$ cat src/rtl/el_scan_driver.sv
// Dual-scan EL panel driver: reads upper and lower GRAM halves in lockstep and
// streams 4-pixel nibbles with VCLK/HS/VS strobes to the panel connector.
module el_scan_driver #(
   parameter int X_RES       = 640,
   parameter int HALF_LINES  = 200,
   parameter int BUS_W       = 4,
   parameter int RAM_LAT     = 1,
   parameter int HBLANK_CLKS = 16,
   parameter int HS_W        = 8
) (
   input  logic                                  pclk,
   input  logic                                  rst,
   input  logic                                  en,
   output logic                                  rden,
   output logic [$clog2(X_RES*HALF_LINES)-1:0]   rd_addr,
   input  logic                                  ram1_dat,
   input  logic                                  ram2_dat,
   output logic [BUS_W-1:0]                      el_ud,
   output logic [BUS_W-1:0]                      el_ld,
   output logic                                  el_vclk,
   output logic                                  el_hs,
   output logic                                  el_vs,
   output logic                                  frame_done
);

   localparam int AW = $clog2(X_RES*HALF_LINES);
   localparam int CW = $clog2(X_RES+RAM_LAT+4+HBLANK_CLKS);
   localparam int RW = $clog2(HALF_LINES+1);

   localparam logic [CW-1:0] C_RD_LAST  = CW'(X_RES-1);
   localparam logic [CW-1:0] C_ACT_LAST = CW'(X_RES+RAM_LAT+3);
   localparam logic [CW-1:0] C_HB_LAST  = CW'(HBLANK_CLKS-1);
   localparam logic [CW-1:0] C_SH_FIRST = CW'(RAM_LAT);
   localparam logic [CW-1:0] C_SH_LAST  = CW'(X_RES+RAM_LAT-1);
   localparam logic [CW-1:0] C_LD_FIRST = CW'(RAM_LAT+3);
   localparam logic [CW-1:0] C_VC_FIRST = CW'(RAM_LAT+4);
   localparam logic [CW-1:0] C_HS_END   = CW'(HS_W);
   localparam logic [RW-1:0] ROW_LAST   = RW'(HALF_LINES-1);
   localparam logic [AW-1:0] X_STEP     = AW'(X_RES);

   typedef enum logic [1:0] {
      S_IDLE   = 2'd0,
      S_ACTIVE = 2'd1,
      S_HBLANK = 2'd2
   } state_t;

   state_t           state_q, state_d;
   logic [CW-1:0]    c_q, c_d;
   logic [RW-1:0]    row_q, row_d;
   logic [AW-1:0]    base_q, base_d;
   logic [BUS_W-2:0] sh1_q, sh1_d, sh2_q, sh2_d;
   logic             rden_q, rden_d;
   logic [AW-1:0]    rd_addr_q, rd_addr_d;
   logic [BUS_W-1:0] ud_q, ud_d, ld_q, ld_d;
   logic             vclk_q, vclk_d, hs_q, hs_d, vs_q, vs_d, fd_q, fd_d;
   logic [1:0]       vphase, lphase;
   logic             shift_en, load_en;

   // Scan sequencing: state, column counter, row and row base address.
   always_comb begin
      state_d = state_q;
      c_d     = c_q;
      row_d   = row_q;
      base_d  = base_q;
      case (state_q)
         S_IDLE: begin
            c_d    = '0;
            row_d  = '0;
            base_d = '0;
            if (en) state_d = S_ACTIVE;
            else    state_d = S_IDLE;
         end
         S_ACTIVE: begin
            if (c_q == C_ACT_LAST) begin
               state_d = S_HBLANK;
               c_d     = '0;
            end else begin
               state_d = S_ACTIVE;
               c_d     = c_q + CW'(1);
            end
         end
         S_HBLANK: begin
            if (c_q != C_HB_LAST) begin
               c_d = c_q + CW'(1);
            end else if (row_q != ROW_LAST) begin
               c_d     = '0;
               row_d   = row_q + RW'(1);
               base_d  = base_q + X_STEP;
               state_d = S_ACTIVE;
            end else begin
               // Frame end is the only point where a low en stops the scan.
               c_d     = '0;
               row_d   = '0;
               base_d  = '0;
               state_d = en ? S_ACTIVE : S_IDLE;
            end
         end
         default: begin
            state_d = S_IDLE;
            c_d     = '0;
            row_d   = '0;
            base_d  = '0;
         end
      endcase
   end

   // Panel-side outputs, derived from the next scan position so they register in step with it.
   always_comb begin
      vphase   = 2'(c_d - C_VC_FIRST);
      lphase   = 2'(c_q - C_LD_FIRST);
      shift_en = (state_q == S_ACTIVE) && (c_q >= C_SH_FIRST) && (c_q <= C_SH_LAST);
      load_en  = (state_q == S_ACTIVE) && (c_q >= C_LD_FIRST) && (c_q <= C_SH_LAST) && (lphase == 2'b00);
      rden_d    = 1'b0;
      rd_addr_d = '0;
      sh1_d     = '0;
      sh2_d     = '0;
      ud_d      = '0;
      ld_d      = '0;
      vclk_d    = 1'b0;
      hs_d      = 1'b0;
      vs_d      = 1'b0;
      fd_d      = 1'b0;
      if (state_d != S_IDLE) begin
         rden_d    = (state_d == S_ACTIVE) && (c_d <= C_RD_LAST);
         rd_addr_d = rden_d ? (base_d + AW'(c_d)) : rd_addr_q;
         sh1_d     = shift_en ? {sh1_q[BUS_W-3:0], ram1_dat} : sh1_q;
         sh2_d     = shift_en ? {sh2_q[BUS_W-3:0], ram2_dat} : sh2_q;
         ud_d      = load_en ? {sh1_q, ram1_dat} : ud_q;
         ld_d      = load_en ? {sh2_q, ram2_dat} : ld_q;
         vclk_d    = (state_d == S_ACTIVE) && (c_d >= C_VC_FIRST) && (vphase < 2'd2);
         hs_d      = (state_d == S_HBLANK) && (c_d < C_HS_END);
         vs_d      = (row_d == '0);
         fd_d      = (state_d == S_HBLANK) && (c_d == C_HB_LAST) && (row_d == ROW_LAST);
      end else begin
         rden_d = 1'b0;
      end
   end

   // All state and output registers with synchronous reset.
   always_ff @(posedge pclk) begin
      if (rst) begin
         state_q   <= S_IDLE;
         c_q       <= '0;
         row_q     <= '0;
         base_q    <= '0;
         sh1_q     <= '0;
         sh2_q     <= '0;
         rden_q    <= 1'b0;
         rd_addr_q <= '0;
         ud_q      <= '0;
         ld_q      <= '0;
         vclk_q    <= 1'b0;
         hs_q      <= 1'b0;
         vs_q      <= 1'b0;
         fd_q      <= 1'b0;
      end else begin
         state_q   <= state_d;
         c_q       <= c_d;
         row_q     <= row_d;
         base_q    <= base_d;
         sh1_q     <= sh1_d;
         sh2_q     <= sh2_d;
         rden_q    <= rden_d;
         rd_addr_q <= rd_addr_d;
         ud_q      <= ud_d;
         ld_q      <= ld_d;
         vclk_q    <= vclk_d;
         hs_q      <= hs_d;
         vs_q      <= vs_d;
         fd_q      <= fd_d;
      end
   end

   assign rden       = rden_q;
   assign rd_addr    = rd_addr_q;
   assign el_ud      = ud_q;
   assign el_ld      = ld_q;
   assign el_vclk    = vclk_q;
   assign el_hs      = hs_q;
   assign el_vs      = vs_q;
   assign frame_done = fd_q;

endmodule
$ cat config.mk
export PLATFORM = sky130hd
export DESIGN_NAME = el_scan_driver
export DESIGN_NICKNAME = d
export VERILOG_FILES = /design/src/rtl/el_scan_driver.sv
export SDC_FILE = /design/constraint.sdc
export NUM_CORES = 1
export LEC_CHECK = 0
export CORE_ASPECT_RATIO = 2
export CORE_MARGIN = 5
export CORE_UTILIZATION = 35
export CTS_CLUSTER_SIZE = 24
export DETAILED_ROUTE_END_ITERATION = 6
export SLEW_MARGIN = 30
export SYNTH_ARGS = -nofsm -noshare
export SYNTH_HDL_FRONTEND = slang
export SYNTH_SLANG_ARGS = --single-unit
$ cat constraint.sdc
create_clock -name pclk -period 4.5 [get_ports pclk]
set_clock_uncertainty 0.05 [all_clocks]
set_input_delay 0.45 -clock pclk [delete_from_list [all_inputs] [get_ports pclk]]
set_output_delay 0.45 -clock pclk [all_outputs]
set_load 0.03 [all_outputs]
==> key figures, run 1 <==
Synthesis
  – Instance count of the mapped netlist: 536
  – Post-Synthesis Cell Area: 0.004402 mm2
  – Avg Synthesized Cell Area: 8.212 um2
  – Ys Warns: 0
  – Post-synth top flop: dfxtp_1
  – Register bit count reported by yosys: 73
  – Unique masters post-synth: 72
  – Part of the Yosys area used for sequential elements: 0.3320
  – Share of synthesized flip-flops with an asynchronous set or reset: 0
  – Number of enable-type register cells in the synthesized netlist: 0
  – Mapped Nets: 563

Critical path
  – Cell depth of the worst flop-to-flop path: 15
  – Critical R2R Capture: rd_addr[16]
  – CP cell instances: ha_1, nand3_1, nor3_2, a21o_1, nand2_1, and2_1, ha_1, ha_1, a21oi_1, o21ai_0, or4_1, o22ai_1, o21ai_1, or3_1, a31oi_4
  – Arrival time of the worst setup path: 4.46 ns
  – Setup slack on the worst flop-to-flop path: 0.26 ns
  – Delay contributed by the slowest stage of the critical path: 0.45 ns
  – Buffers and inverters on the worst path: 0
  – Sort of element at the end of the critical path: flip-flop
  – Reg-to-reg critical path startpoint: c_q[0]
  – Data required time of the critical path: 4.72 ns
  – CP delay by family, top: simple AND/OR/NAND/NOR gates
  – Critical-path maximum fanout: 8
  – Sort of element at the start of the critical path: flip-flop
  – Worst path most repeated cell: ha_1
  – Critical path's slowest cell: dfxtp_1
  – Path type of the worst setup path: reg -> reg

CTS
  – Buffer count from post-CTS setup fixing: 0
  – Latest clock arrival within the worst-skew pair: 0.34 ns
  – Clock Path Buffers: 2
  – Post-CTS sizing: 0
  – Clock slew seen by the registers of the worst setup and hold paths: 0.06 ns
  – Clock tree from TritonCTS: built
  – Clk root buf: clkbuf_16
  – CTS sink count: 73
  – Maximum level of the CTS H-tree: 3
  – # hold bufs at CTS: 0
  – CTS buffer count: 9

Timing
  – Final TNS setup: 0 ns
  – Fin crit share: 0.9428
  – Least-Margin Pin Slew: 0.7880 ns
  – Total count of hold-check failures in the final report: 0
  – Fmax: 0.2357 GHz
  – RSZ-0062 raised after global routing: false
  – Fin crit period: 4.242 ns
  – Setup violation total in the final timing report: 0
  – Final count of pins violating max slew: 0
  – Worst path setup slack after routing: 0.2575 ns
  – Relative slew slack: 0.4747

Die
  – Number of primary I/O pins: 35
  – Row Count: 58
  – Die area: 0.01506 mm2
  – Chip Height: 168.6 um
  – Starting density of the core: 0.3526
  – Placeable core area: 0.01248 mm2
  – Die extent in x: 89.30 um

Global route
  – Antenna violations before repair: 0
  – Vias in the first global route: 4263
  – Total overflow reported by the global router: 0
  – Maximum number of pins on one net before global-route repair: 37
  – Gr usage total: 0.1856
  – First-pass GRT wire length: 21.33 mm

Route
  – Remaining DRCs: 0
  – Count of routing violations after the opening detailed-route iteration: 325
  – Vias: 4053
  – Number of search-and-repair iterations in the first detailed-routing pass: 5
  – Antenna Nets Post-Route: 0
  – Final routed wire length divided by cell count: 18.07 um
  – Vias per inst: 5.567
  – Routed WL: 13.16 mm

Worst hold path
  – Worst hold path endpoint: rd_addr[9]
  – Worst min-delay path category: reg -> reg
  – Hold path start: rd_addr[9]
  – Hold Path Cell Cnt: 2

Pwr
  – Comb pwr share: 0.070
  – Total power density per cell area: 286.6 mW/mm2
  – Clock network power share: 0.495
  – Pwr Total: 1.506 mW
  – Highest ir drop seen on vdd: 225.8 uV
  – Net switching power: 383.0 uW
  – Power Internal: 1.123 mW
  – Sequential group share of total power: 0.435
  – Switching share of total power: 0.2543
  – Lkg Pwr: 2.000 nW

Place
  – HPWL after DPL: 10.21 mm
  – Worst slack at placement: 0.3362 ns
  – Port Buf Inserts: 34
  – Placer's final routability congestion estimate: 0.9278

Layout
  – Layout cells sized above 1: 0.09343
  – Most common library cell in the layout ignoring fill and taps: dfxtp_1
  – Area growth syn-to-layout: 19.36%
  – Net count, final: 600
  – Total inserted antenna cells: 0
  – Share of the core filled with cells: 0.4209
  – Filler cell count: 1285
  – Most frequent cells in the layout: 73 x dfxtp_1, 62 x nor2_1, 46 x nand2_1

Flow run
  – Maximum Capacitance Violations: 0

Run status
  – Status: complete, no violations
==> Yosys cell counts, drive strengths merged, types with 6 or more instances <==
cell type   n  share of area
inv        20          0.017
ha         22          0.063
nand3      23          0.026
a21oi      18          0.020
nand2      46          0.039
dfxtp      73           0.33
and2       12          0.017
a31oi      10          0.018
nor2b      13          0.018
a211oi      6          0.010
nor4       12          0.023
nor3       19          0.023
buf        11          0.016
nor2       62          0.053
nand2b      8          0.011
clkbuf     16          0.014
mux2i      22          0.050
xnor2      19          0.038
o21ai      29          0.034
nand4       8          0.011
==> how the worst max path moves through the flow <==
stage,from,to,slack [ns],cells past startpoint
4_1_cts,c_q[0],rd_addr[16],0.31,15
6_report,c_q[0],rd_addr[16],0.26,15
2_1_floorplan,c_q[0],rd_addr[16],0.65,16
3_3_place_gp,c_q[5],rd_addr[16],0.43,14
3_5_place_dp,c_q[0],rd_addr[16],0.34,15
5_1_grt,c_q[5],rd_addr[16],0.04,14
==> logic make-up after synthesis <==
logic type                 Yosys count  synth area share
AOI/OAI and AO/OA                  117            0.1887
muxes                               24           0.05600
buffers and inverters               47           0.04662
xor gates and xnor gates            23           0.04576
and+or+nand+nor                    230            0.2683
DFF                                 73            0.3320
adders and majority gates           22           0.06253
==> worst reg2reg max path: stages (launching register included) <==
cell and delay [ns]:
dfxtp_1 0.45, ha_1 0.21, nand3_1 0.34, nor3_2 0.37, a21o_1 0.19, nand2_1 0.16, and2_1 0.22, ha_1 0.23
ha_1 0.21, a21oi_1 0.14, o21ai_0 0.13, or4_1 0.42, o22ai_1 0.26, o21ai_1 0.21, or3_1 0.39, a31oi_4 0.18
==> layer usage <==
layer,GRT usage,vias to the layer above,share of wire
li1,-,2012,-
met1,0.1856,1895,0.37
met2,0.3334,101,0.54
met3,0.02582,45,0.029
met4,0.1329,0,0.065
met5,0,-,0
==> sequential cells by signal, indices dropped and copies added, names as in the netlist <==
signal	flops
rden	1
el_hs	1
sh2_q	3
rd_addr	17
el_vclk	1
sh1_q	3
el_ld	4
el_vs	1
el_ud	4
base_q	17
frame_done	1
state_q	2
row_q	8
c_q	10
==> final cells by class <==
class                      instances  area, um2  area share
clock inverter                     7      77.57     0.01477
sequential                        73       1461      0.2782
clock buffer                       9      225.2     0.04287
multi-input combinational        416       2744      0.5223
inverter                          20      75.07     0.01429
timing repair buffer              53      483.0     0.09193
tap                              150      187.7     0.03572
==> stage by stage <==
| stage | hold WS [ns] | cells | area, um2 |
|---|---|---|---|
| floorplan | 0.4101 | 536 | 4402 |
| global placement | 0.3912 | 712 | 4951 |
| detailed placement | 0.3972 | 712 | 4951 |
| CTS | 0.4065 | 728 | 5254 |
| global route | 0.4434 | 728 | 5254 |
| finish | 0.4055 | 728 | 5254 |
==> power by group through the flow <==
| stage | combinational (mW) | sequential, mW | clock [mW] |
|---|---|---|---|
| 5_1_grt | 0.115 | 0.656 | 0.785 |
| 2_1_floorplan | 0.0589 | 0.678 | 0 |
| 3_5_place_dp | 0.106 | 0.670 | 0 |
| 6_report | 0.105 | 0.655 | 0.745 |
| 4_1_cts | 0.107 | 0.655 | 0.758 |
| 3_3_place_gp | 0.106 | 0.670 | 0 |
Power figures use the tool's default switching activity.
==> inputs of run 2 (changes only) <==
==> constraint.sdc (replaced) <==
create_clock -name pclk -period 4.7 [get_ports pclk]
set_clock_uncertainty 0.05 [all_clocks]
set_input_delay 0.47 -clock pclk [delete_from_list [all_inputs] [get_ports pclk]]
set_output_delay 0.47 -clock pclk [all_outputs]
set_load 0.03 [all_outputs]
==> key figures, run 2 (synthesis results as in run 1) <==
Global route
  – Grt met2 use: 0.3138 (was 0.3334)
  – Maximum number of pins on one net before global-route repair: 37 (unchanged)
  – Antenna violations before repair: 0 (unchanged)
  – First-pass GRT wire length: 21.05 mm (was 21.33 mm)
  – GR Util met3: 0.03751 (was 0.02582)
  – Vias in the first global route: 4128 (was 4263)
  – Total overflow reported by the global router: 0 (unchanged)
  – GR Layer Usage met1: 0.1894 (was 0.1856)
  – Most utilized layer in the global route result: met2 (unchanged)
  – Gr usage total: 0.1820 (was 0.1856)

Critical path
  – Cell depth of the worst flop-to-flop path: 14 (was 15)
  – Path type of the worst setup path: reg -> reg (unchanged)
  – Sort of element at the start of the critical path: flip-flop (unchanged)
  – Critical-path maximum fanout: 10 (was 8)
  – Sort of element at the end of the critical path: flip-flop (unchanged)
  – Setup slack on the worst flop-to-flop path: 0.27 ns (was 0.26 ns)
  – Arrival time of the worst setup path: 4.64 ns (was 4.46 ns)
  – Data required time of the critical path: 4.91 ns (was 4.72 ns)

Worst hold path
  – Worst min-delay path category: reg -> reg (unchanged)
  – Hold Path Cell Cnt: 2 (unchanged)

Route
  – Count of routing violations after the opening detailed-route iteration: 288 (was 325)
  – Antenna Nets Post-Route: 0 (unchanged)
  – Remaining DRCs: 0 (unchanged)
  – Vias per inst: 5.619 (was 5.567)
  – Final routed wire length divided by cell count: 17.96 um (was 18.07 um)
  – Routed WL: 13.00 mm (was 13.16 mm)
  – Number of search-and-repair iterations in the first detailed-routing pass: 7 (was 5)
  – Vias: 4068 (was 4053)

Place
  – Placer's final routability congestion estimate: 0.9312 (was 0.9278)
  – Port Buf Inserts: 34 (unchanged)
  – HPWL after DPL: 9.897 mm (was 10.21 mm)
  – Worst slack at placement: 0.3450 ns (was 0.3362 ns)

CTS
  – CTS buffer count: 9 (unchanged)
  – Post-CTS sizing: 0 (unchanged)
  – Clk root buf: clkbuf_16 (unchanged)
  – # hold bufs at CTS: 0 (unchanged)
  – Maximum level of the CTS H-tree: 3 (unchanged)
  – Clock tree from TritonCTS: built (unchanged)
  – Buffer count from post-CTS setup fixing: 0 (unchanged)
  – CTS sink count: 73 (unchanged)
  – Latest clock arrival within the worst-skew pair: 0.34 ns (about the same)
  – Clock Path Buffers: 2 (unchanged)
  – Clock slew seen by the registers of the worst setup and hold paths: 0.06 ns (about the same)

Timing
  – Fmax: 0.2257 GHz (was 0.2357 GHz)
  – Relative slew slack: 0.4907 (was 0.4747)
  – Final TNS setup: 0 ns (unchanged)
  – Final count of pins violating max slew: 0 (unchanged)
  – Total count of hold-check failures in the final report: 0 (unchanged)
  – Setup violation total in the final timing report: 0 (unchanged)
  – Worst path setup slack after routing: 0.2698 ns (was 0.2575 ns)
  – Hold slack: 0.4024 ns (was 0.4055 ns)
  – Least-Margin Pin Slew: 0.7588 ns (was 0.7880 ns)
  – Fin crit share: 0.9426 (was 0.9428)
  – RSZ-0062 raised after global routing: false (unchanged)
  – Fin crit period: 4.430 ns (was 4.242 ns)

Die
  – Die area: 0.01506 mm2 (unchanged)
  – Chip Height: 168.6 um (unchanged)
  – Row Count: 58 (unchanged)
  – Starting density of the core: 0.3526 (unchanged)
  – Placeable core area: 0.01248 mm2 (unchanged)
  – Number of primary I/O pins: 35 (unchanged)
  – Die extent in x: 89.30 um (unchanged)

Layout
  – Area growth syn-to-layout: 19.73% (was 19.36%)
  – Most frequent cells in the layout: 73 x dfxtp_1, 62 x nor2_1, 46 x nand2_1 (unchanged)
  – Most common library cell in the layout ignoring fill and taps: dfxtp_1 (unchanged)
  – Area of all sequential standard cells: 0.001461 mm2 (unchanged)
  – Layout cells sized above 1: 0.08711 (was 0.09343)
  – Share of the core filled with cells: 0.4222 (was 0.4209)
  – Multi-input logic area: 0.002744 mm2 (unchanged)
  – Net count, final: 597 (was 600)
  – Filler cell count: 1262 (was 1285)
  – Total inserted antenna cells: 0 (unchanged)

Pwr
  – Lkg Pwr: 2.005 nW (was 2.000 nW)
  – Total power density per cell area: 288.6 mW/mm2 (was 286.6 mW/mm2)
  – Highest ir drop seen on vdd: 208.7 uV (was 225.8 uV)

Run status
  – Status: complete, no violations (unchanged)

Flow run
  – Maximum Capacitance Violations: 0 (unchanged)
-- run 2: critical path, cell delays in order, from the launching register on --
cell and delay (ns):
dfxtp_1 0.36, or3_1 0.62, o41ai_1 0.68, nand2_1 0.21, nand3_1 0.19, inv_1 0.09, ha_1 0.23, ha_1 0.21
a21oi_1 0.14, o21ai_0 0.12, or4_1 0.40, o22ai_1 0.27, o21ai_1 0.21, or3_1 0.39, a31oi_4 0.18
-- run 2: worst paths after layout --
check,start,endpoint
worst max-delay path,c_q[5],rd_addr[16]
worst min-delay path,rd_addr[9],rd_addr[9]
worst max register to register,c_q[5],rd_addr[16]
worst min register to register,rd_addr[9],rd_addr[9]
-- run 2: area by class of cell --
cell class	instances	share of cell area
Multi-Input combinational cell	416	0.5207
Sequential cell	73	0.2773
Timing Repair Buffer	50	0.08737
Clock buffer	9	0.04274
Tap cell	150	0.03561
Clock inverter	6	0.02208
Inverter	20	0.01425
-- run 2: stage by stage --
| step | cells | total power [mW] | instance area, um2 |
|---|---|---|---|
| after floorplan | 536 | 0.7058 | 4402 |
| after global placement | 709 | 0.7416 | 4928 |
| after detailed placement | 709 | 0.7427 | 4928 |
| after CTS | 724 | 1.539 | 5270 |
| after global routing | 724 | 1.577 | 5270 |
| final | 724 | 1.521 | 5270 |
-- run 2: power breakdown --
part           total (mW)  switching, mW  internal, mW
sequential          0.628        0.00350         0.624
combinational       0.101         0.0670        0.0344
clock               0.792          0.273         0.519
-- run 2: layer usage --
metal	up-vias	part of all wire
met5	-	0
met4	0	0.071
met3	49	0.045
met2	134	0.52
met1	1894	0.37
li1	1991	-
